===== config.mk =====
export PLATFORM = sky130hd
export DESIGN_NAME = rs_entry_sched
export DESIGN_NICKNAME = d
export VERILOG_FILES = /design/src/rtl/rs_entry_sched_pkg.sv /design/src/rtl/rs_entry_sched_penc.sv /design/src/rtl/rs_entry_sched_rr_select.sv /design/src/rtl/rs_entry_sched.sv
export SDC_FILE = /design/constraint.sdc
export NUM_CORES = 1
export LEC_CHECK = 0
export CELL_PAD_IN_SITES_DETAIL_PLACEMENT = 0
export CELL_PAD_IN_SITES_GLOBAL_PLACEMENT = 2
export CORE_MARGIN = 4
export CORE_UTILIZATION = 25
export CTS_CLUSTER_SIZE = 30
export DETAILED_ROUTE_END_ITERATION = 8
export GPL_TIMING_DRIVEN = 1
export PLACE_DENSITY_LB_ADDON = 0.3
export SETUP_SLACK_MARGIN = 0.15
export SLEW_MARGIN = 10
export SYNTH_ARGS = -nofsm -noshare
export SYNTH_HDL_FRONTEND = slang
export SYNTH_SLANG_ARGS = --single-unit
export TNS_END_PERCENT = 1

===== constraint.sdc =====
create_clock -name clk -period 4.4 [get_ports clk]
set_input_delay 1.32 -clock clk [delete_from_list [all_inputs] [get_ports clk]]
set_output_delay 1.32 -clock clk [all_outputs]
set_load 0.03 [all_outputs]

===== src/rtl/rs_entry_sched_pkg.sv =====
// Shared sizing for the reservation-station entry controller.
package rs_entry_sched_pkg;

   localparam int RS_ENTSEL = 3;
   localparam int RS_ENTNUM = 2 ** RS_ENTSEL;

   typedef logic [RS_ENTSEL-1:0] ent_idx_t;

endpackage


===== src/rtl/rs_entry_sched_penc.sv =====
// Priority encoder over a one-hot-or-more vector; searches lowest-first or highest-first.
module rs_entry_sched_penc #(
   parameter int W          = 8,
   parameter int SEL        = 3,
   parameter bit HIGH_FIRST = 1'b0
) (
   input  logic [W-1:0]   vec,
   output logic           en,
   output logic [SEL-1:0] idx
);

   // Later matches overwrite earlier ones, so the scan runs toward the preferred end.
   always_comb begin
      en  = 1'b0;
      idx = '0;
      for (int unsigned i = 0; i < W; i++) begin
         if (HIGH_FIRST) begin
            if (vec[i]) begin
               en  = 1'b1;
               idx = SEL'(i);
            end
         end else begin
            if (vec[W-1-i]) begin
               en  = 1'b1;
               idx = SEL'(W-1-i);
            end
         end
      end
   end

endmodule


===== src/rtl/rs_entry_sched_rr_select.sv =====
// Rotating-priority pick: first set bit of cand at or after ptr, wrapping modulo N.
module rs_entry_sched_rr_select #(
   parameter int N   = 8,
   parameter int SEL = 3
) (
   input  logic [N-1:0]   cand,
   input  logic [SEL-1:0] ptr,
   output logic           valid,
   output logic [SEL-1:0] ent
);

   // Rotate, lowest-first search and un-rotate folded into one scan: SEL-bit
   // index arithmetic wraps modulo N, and the smallest offset is written last.
   always_comb begin
      valid = |cand;
      ent   = '0;
      for (int unsigned k = N; k > 0; k--) begin
         if (cand[ptr + SEL'(k-1)]) begin
            ent = ptr + SEL'(k-1);
         end
      end
   end

endmodule


===== src/rtl/rs_entry_sched.sv =====
// Reservation-station entry controller: dual free-entry allocation, round-robin issue select.
module rs_entry_sched
   import rs_entry_sched_pkg::*;
#(
   parameter int ENTSEL = RS_ENTSEL,
   parameter int ENTNUM = RS_ENTNUM
) (
   input  logic              clk,
   input  logic              reset,
   input  logic              flush,
   input  logic              req_a,
   input  logic              req_b,
   output logic              alloc_ok,
   output logic [ENTSEL-1:0] alloc_ent_a,
   output logic [ENTSEL-1:0] alloc_ent_b,
   input  logic [ENTNUM-1:0] ready_vec,
   input  logic              issue_stall,
   output logic              issue_valid,
   output logic [ENTSEL-1:0] issue_ent,
   output logic [ENTNUM-1:0] busy_vec,
   output logic [ENTSEL:0]   busy_cnt
);

   localparam int CW = ENTSEL + 1;

   logic [ENTNUM-1:0] busy_q, busy_d, free, cand, set_mask, clr_mask;
   logic [CW-1:0]     cnt_q, cnt_d;
   logic [ENTSEL-1:0] rr_q, rr_d, idx_a, idx_b, sel;
   logic              en_a, en_b, two_free, grant_a, grant_b, sel_valid, issue_fire;

   assign free = ~busy_q;
   assign cand = busy_q & ready_vec;

   rs_entry_sched_penc #(.W(ENTNUM), .SEL(ENTSEL), .HIGH_FIRST(1'b0)) u_penc_lo (
      .vec (free),
      .en  (en_a),
      .idx (idx_a)
   );

   rs_entry_sched_penc #(.W(ENTNUM), .SEL(ENTSEL), .HIGH_FIRST(1'b1)) u_penc_hi (
      .vec (free),
      .en  (en_b),
      .idx (idx_b)
   );

   rs_entry_sched_rr_select #(.N(ENTNUM), .SEL(ENTSEL)) u_rr_select (
      .cand  (cand),
      .ptr   (rr_q),
      .valid (sel_valid),
      .ent   (sel)
   );

   // Two distinct free entries exist only when the low and high searches disagree.
   assign two_free = en_a & en_b & (idx_a != idx_b);

   always_comb begin
      alloc_ok = 1'b1;
      if (req_a && req_b) begin
         alloc_ok = two_free;
      end else if (req_a || req_b) begin
         alloc_ok = en_a;
      end
   end

   assign grant_a    = req_a & alloc_ok;
   assign grant_b    = req_b & alloc_ok;
   assign issue_fire = sel_valid & ~issue_stall;

   always_comb begin
      set_mask = '0;
      clr_mask = '0;
      if (grant_a) set_mask[idx_a] = 1'b1;
      if (grant_b) set_mask[idx_b] = 1'b1;
      if (issue_fire) clr_mask[sel] = 1'b1;
      busy_d = (busy_q | set_mask) & ~clr_mask;
      cnt_d  = cnt_q + CW'(grant_a) + CW'(grant_b) - CW'(issue_fire);
      rr_d   = issue_fire ? sel + ENTSEL'(1) : rr_q;
   end

   always_ff @(posedge clk) begin
      if (reset) begin
         busy_q <= '0;
         cnt_q  <= '0;
         rr_q   <= '0;
      end else if (flush) begin
         busy_q <= '0;
         cnt_q  <= '0;
      end else begin
         busy_q <= busy_d;
         cnt_q  <= cnt_d;
         rr_q   <= rr_d;
      end
   end

   assign alloc_ent_a = idx_a;
   assign alloc_ent_b = idx_b;
   assign issue_valid = sel_valid;
   assign issue_ent   = sel;
   assign busy_vec    = busy_q;
   assign busy_cnt    = cnt_q;

endmodule

### Word-level counts from Yosys, hierarchy flattened

Cells that the tools add are included.

* equality and inequality tests: 1
* bitwise operators: 13
* magnitude comparators: 14
* multiplexer cells: 66
* reduce and logical (&&, ||, !) cells: 8
* add/subtract/negate cells: 11

Operators by type and width (number)
* $mux 3: 20
* $lt 3x4->1 const B: 11
* $mux 1: 30
* $bmux 1 s3: 8
* $mux 8: 3
* $and 8x8->8: 2
* $not 8->8: 2
* $or 8x8->8: 2
* $add 3x3->3 const B: 4
* $demux 1 s3: 3
* $ge 3x1->1 const B: 3
* $add 4x1->4: 2
* $reduce_or 8->1: 1
* $add 3x1->3 const B: 2
* $add 3x2->3 const B: 2
* $and 1x1->1: 5
* $logic_and 1x1->1: 4
* $mux 2: 2
* $sub 4x1->4: 1
* $ne 3x3->1: 1
* $not 1->1: 2
* $reduce_and 2->1: 1
* $reduce_or 2->1: 1
* $logic_or 1x1->1: 1

* flip-flop bits (word level): 15
* input port bits: 14
* word-level logic and storage cells: 116

### Logic depth before layout (Yosys ltp)

* depth in word-level cells: 18
* depth in mapped cells: 15
* gate-level depth less buffers: 14

### Cells and area by module

A second synthesis with hierarchy kept.

* cell total of the unflattened synthesis: 243
* area, all modules: 2028.2 um^2

Modules (own cells, without submodules)
* rs_entry_sched: cells an instance 133, instances 1, area each 1098.6 um^2, sequential area each 300.3 um^2
* rs_entry_sched_rr_select: cells an instance 85, instances 1, area each 792.0 um^2, sequential area each 0.0 um^2
* rs_entry_sched_penc (u_penc_lo): cells an instance 13, instances 1, area each 80.1 um^2, sequential area each 0.0 um^2
* rs_entry_sched_penc (u_penc_hi): cells an instance 12, instances 1, area each 57.6 um^2, sequential area each 0.0 um^2

### Worst setup path before layout

Ideal clock, no wire load.

* path kind: input-to-output
* start: in ready_vec[4]
* end: out issue_ent[1]
* slack: 0.260 ns
* data arrival time: 2.820 ns
* required time: 3.080 ns
* stages: 7
* cell sequence: nand2_2 -> mux4_2 -> mux2i_4 -> o221ai_1 -> a211o_1 -> nand3_2 -> inv_1

* longest elaborated chain between the ends: 11

RTL lines
* from (decl): line rs_entry_sched.sv:16 `input logic [ENTNUM-1:0] ready_vec,`
* $and 8x8->8 (*): line rs_entry_sched.sv:32 `assign cand = busy_q & ready_vec;`
* $bmux 1 s3: line rs_entry_sched_rr_select.sv:18 `if (cand[ptr + SEL'(k-1)]) begin`
* $mux 1 (not written as such): line rs_entry_sched_rr_select.sv:18
* $mux 3 (7 in series): line rs_entry_sched_rr_select.sv:18
* $mux 3 (*): line rs_entry_sched_rr_select.sv:18
* to (decl): line rs_entry_sched.sv:19 `output logic [ENTSEL-1:0] issue_ent,`

Every way passes the cells marked *; elsewhere a longest branch is shown, timed or not. The select of a mux whose other input is x is not followed.

### Worst setup path in the final report

* start: in ready_vec[4]
* end: out issue_ent[2]

The elaborated chain is that of the path after synthesis.

==> impl_metrics.env <==
export IMPL_rrSetupSlack_ns=1.13
export IMPL_r2r_end="busy_cnt[1]"
export IMPL_drt_initial_drc_count=104
export IMPL_firstDrtPassIters=4
export IMPL_p_per_area_nw_per_um2=143
export IMPL_start_kind="primary input"
export IMPL_switching_share=0.340
export IMPL_drt_total_wl_um=6860
export IMPL_nets=338
export IMPL_slew_limit_headroom=0.673
export IMPL_drv_cap=0
export IMPL_root_buffer="clkbuf_8"
export IMPL_cts_sinks=15
export IMPL_place_gp_congestion=0.896
export IMPL_syn_num_nets=271
export IMPL_fin_crit_sh=0.982
export IMPL_end_kind="primary output"
export IMPL_dieWidth_um=100
export IMPL_place_inst=403
export IMPL_synth_main_ff_cell="dfxtp_1"
export IMPL_status="finished, final reports clean"
export IMPL_cpLargestDelayFamily="compound AO/OA/AOI/OAI gates"
export IMPL_vias_per_cell=5.22
export IMPL_row_count=33
export IMPL_worstHoldStart="busy_cnt[3]"
export IMPL_worstRegToRegCells=12
export IMPL_fin_crit_ns=4.32
export IMPL_hp_class="flop to flop"
export IMPL_num_antenna_cells=0
export IMPL_grt_pass1_wl_um=11600
export IMPL_drc_errors=0
export IMPL_dieArea_um2=9990
export IMPL_synth_seq_cells=15
export IMPL_clk_latency_ns=0.25
export IMPL_leakage_nw=1.14
export IMPL_ys_seq_area_frac=0.142
export IMPL_seqPwrFrac=0.349
export IMPL_h_tree_depth=1
export IMPL_syn_area_um2=2110
export IMPL_die_h_um=100
export IMPL_grt_usage=0.142
export IMPL_finalSetupTns_ns=0
export IMPL_path_clk_slew_ns=0.06
export IMPL_hold_viol_final=0
export IMPL_cp_slowest_cell="mux4_2"
export IMPL_async_flop_share=0
export IMPL_combPwrFrac=0.382
export IMPL_ant_nets=0
export IMPL_finalNonFillerCells=420
export IMPL_cp_required_ns=3.08
export IMPL_crit_type="primary input to primary output"
export IMPL_critPathArrivalTime_ns=3.00
export IMPL_yosysWarnings=0
export IMPL_max_freq_mhz=231
export IMPL_grt_max_degree=23
export IMPL_p_sw_w=0.000145
export IMPL_n_fill_cell=875
export IMPL_finClkSkew_ns=0.00168
export IMPL_worstPathCellList="buf_6 -> and2_4 -> mux4_2 -> a221oi_2 -> a21o_1 -> a21o_1 -> nor2_4 -> buf_6"
export IMPL_max_stage_delay_ns=0.52
export IMPL_grt_pass1_vias=2284
export IMPL_cts_tree="done"
export IMPL_cts_path_max_buffers=2
export IMPL_cp_max_fo=4
export IMPL_whs_endpoint="busy_cnt[3]"
export IMPL_holdPathStages=3
export IMPL_setup_viol=0
export IMPL_p_clk_frac=0.269
export IMPL_synthCells=249
export IMPL_dp_hpwl_um=5370
export IMPL_grt_ovfl_total=0
export IMPL_initial_core_util=0.257
export IMPL_vias=2191
export IMPL_wl_per_cell_um=16.3
export IMPL_syn_to_final_growth_pct=41.4
export IMPL_rsz0062_at_grt="yes"
export IMPL_peakVddDrop_v=0.000252
export IMPL_synth_distinct_cells=65
export IMPL_intPower_w=0.000282
export IMPL_io_pins=37
export IMPL_io_buffers=36
export IMPL_syn_area_per_cell_um2=8.49
export IMPL_drive_above_1_share=0.375
export IMPL_coreArea_um2=8220
export IMPL_regToRegStartpoint="busy_vec[7]"
export IMPL_cts_buffers=3
export IMPL_antenna_found_initial=0
export IMPL_path_buf_inv=2
export IMPL_tightest_slew_ns=0.489
export IMPL_drv_slew=0
export IMPL_synth_edf_count=0
==> final cells by class <==
| class | count | area, µm² | share of cell area |
|---|---|---|---|
| Multi-Input combinational cell | 204 | 1780 | 0.596 |
| Clock inverter | 1 | 5.00 | 0.00167 |
| Timing Repair Buffer | 74 | 661 | 0.221 |
| Sequential cell | 15 | 300 | 0.100 |
| Tap cell | 105 | 131 | 0.0440 |
| Clock buffer | 3 | 41.3 | 0.0138 |
| Inverter | 18 | 70.1 | 0.0234 |
==> stage by stage <==
step	power [W]	area [µm²]	setup slack [ns]	utilization	hold slack (ns)
after floorplan	0.000243	2110	0.260	-	0.692
after global placement	0.000303	2710	-0.426	0.329	0.617
after detailed placement	0.000302	2710	-0.419	0.329	0.613
after CTS	0.000428	2970	0.108	0.361	0.638
after global routing	0.000451	2990	0.00446	0.364	0.675
final	0.000427	2990	0.0785	0.364	0.628
==> how the worst max path moves through the flow <==
stage / from / end / depth (start not counted)
6_report: ready_vec[4] / issue_ent[2] / 8
5_1_grt: ready_vec[0] / issue_ent[1] / 10
4_1_cts: ready_vec[4] / issue_ent[2] / 8
3_5_place_dp: ready_vec[7] / issue_ent[1] / 9
3_3_place_gp: ready_vec[5] / issue_ent[0] / 8
2_1_floorplan: ready_vec[4] / issue_ent[1] / 7
==> timing repair <==
item | in CTS | in global routing
setup buffers | 13 | 0
hold buffers | 0 | 0
pin swaps | 11 | 1
gates resized for setup | 74 | 5
setup endpoints to repair | 4 | 3
==> worst register-to-register path, stage by stage (launching register included) <==
cell and delay, ns:
dfxtp_1 0.57, nand2b_1 0.16, a21boi_0 0.08, o21a_1 0.19, o21ai_0 0.34, a21oi_1 0.12
a21oi_1 0.24, nand2_1 0.14, ha_1 0.32, fa_1 0.37, inv_1 0.10, fa_1 0.40
and2_1 0.14
==> layout by cell type (no fill, tap or decap), types with 3 or more instances in the layout <==
| master | instances |
|---|---|
| clkbuf_8 | 3 |
| buf_4 | 39 |
| o221ai_1 | 3 |
| nand2_4 | 8 |
| nand3_1 | 6 |
| clkdlybuf4s50_1 | 24 |
| a221oi_2 | 3 |
| o21ai_0 | 6 |
| ha_1 | 6 |
| o21a_1 | 3 |
| mux2i_1 | 4 |
| a21o_1 | 4 |
| nand2_1 | 25 |
| mux4_2 | 17 |
| nor2_1 | 25 |
| a211oi_1 | 3 |
| buf_6 | 10 |
| a21oi_1 | 10 |
| inv_1 | 14 |
| and2_1 | 4 |
| dfxtp_1 | 15 |
| and2_4 | 9 |
| or2_2 | 3 |
| xnor2_1 | 3 |
| nand2b_1 | 3 |
| inv_2 | 3 |
| nand4_1 | 5 |
==> kinds of logic after synthesis <==
family / after synthesis / share of synthesized area
fa+ha+maj: 8 / 0.0544
compound gates: 63 / 0.221
mux: 27 / 0.244
flops: 15 / 0.142
buf+inv: 30 / 0.0704
simple gates: 100 / 0.236
xor+xnor: 6 / 0.0320
==> layer usage <==
metal | wire [µm] | global-route usage | up-vias
met2 | 3420 | 0.246 | 48
met1 | 3140 | 0.192 | 1072
met3 | 228 | 0.0195 | 6
met5 | 0 | 0 | -
met4 | 63 | 0.0210 | 0
li1 | - | - | 1065
==> state kept, by name, indices dropped and copies added, names as in the netlist <==
signal,count
rr_q,3
busy_cnt,4
busy_vec,8
==> power by group through the flow <==
| stage | clock (W) | sequential (W) | combinational [W] |
|---|---|---|---|
| 2_1_floorplan | 0 | 0.000156 | 0.0000869 |
| 3_3_place_gp | 0 | 0.000152 | 0.000151 |
| 3_5_place_dp | 0 | 0.000152 | 0.000150 |
| 4_1_cts | 0.000116 | 0.000149 | 0.000163 |
| 5_1_grt | 0.000123 | 0.000150 | 0.000178 |
| 6_report | 0.000115 | 0.000149 | 0.000163 |
==> cell usage after synthesis, types with 3 or more instances <==
cell type	n	share of area
nand2b_1	3	0.0089
nand4_1	5	0.015
a21oi_1	11	0.026
o221ai_1	3	0.012
a21o_1	4	0.014
mux2i_1	4	0.019
xnor2_1	3	0.012
mux4_2	17	0.18
o21a_1	3	0.011
or2_2	3	0.0089
ha_1	6	0.036
inv_1	15	0.027
buf_2	3	0.0071
mux2_2	3	0.016
a221oi_1	4	0.017
dfxtp_1	15	0.14
nor3_1	3	0.0071
clkbuf_1	3	0.0053
a211oi_1	3	0.011
nand2_1	29	0.051
and2_1	12	0.036
o21ai_0	6	0.014
nor2_1	25	0.044
buf_6	3	0.016
nand2_2	6	0.018
nand3_1	6	0.014
(Power assumes the default switching activity.)
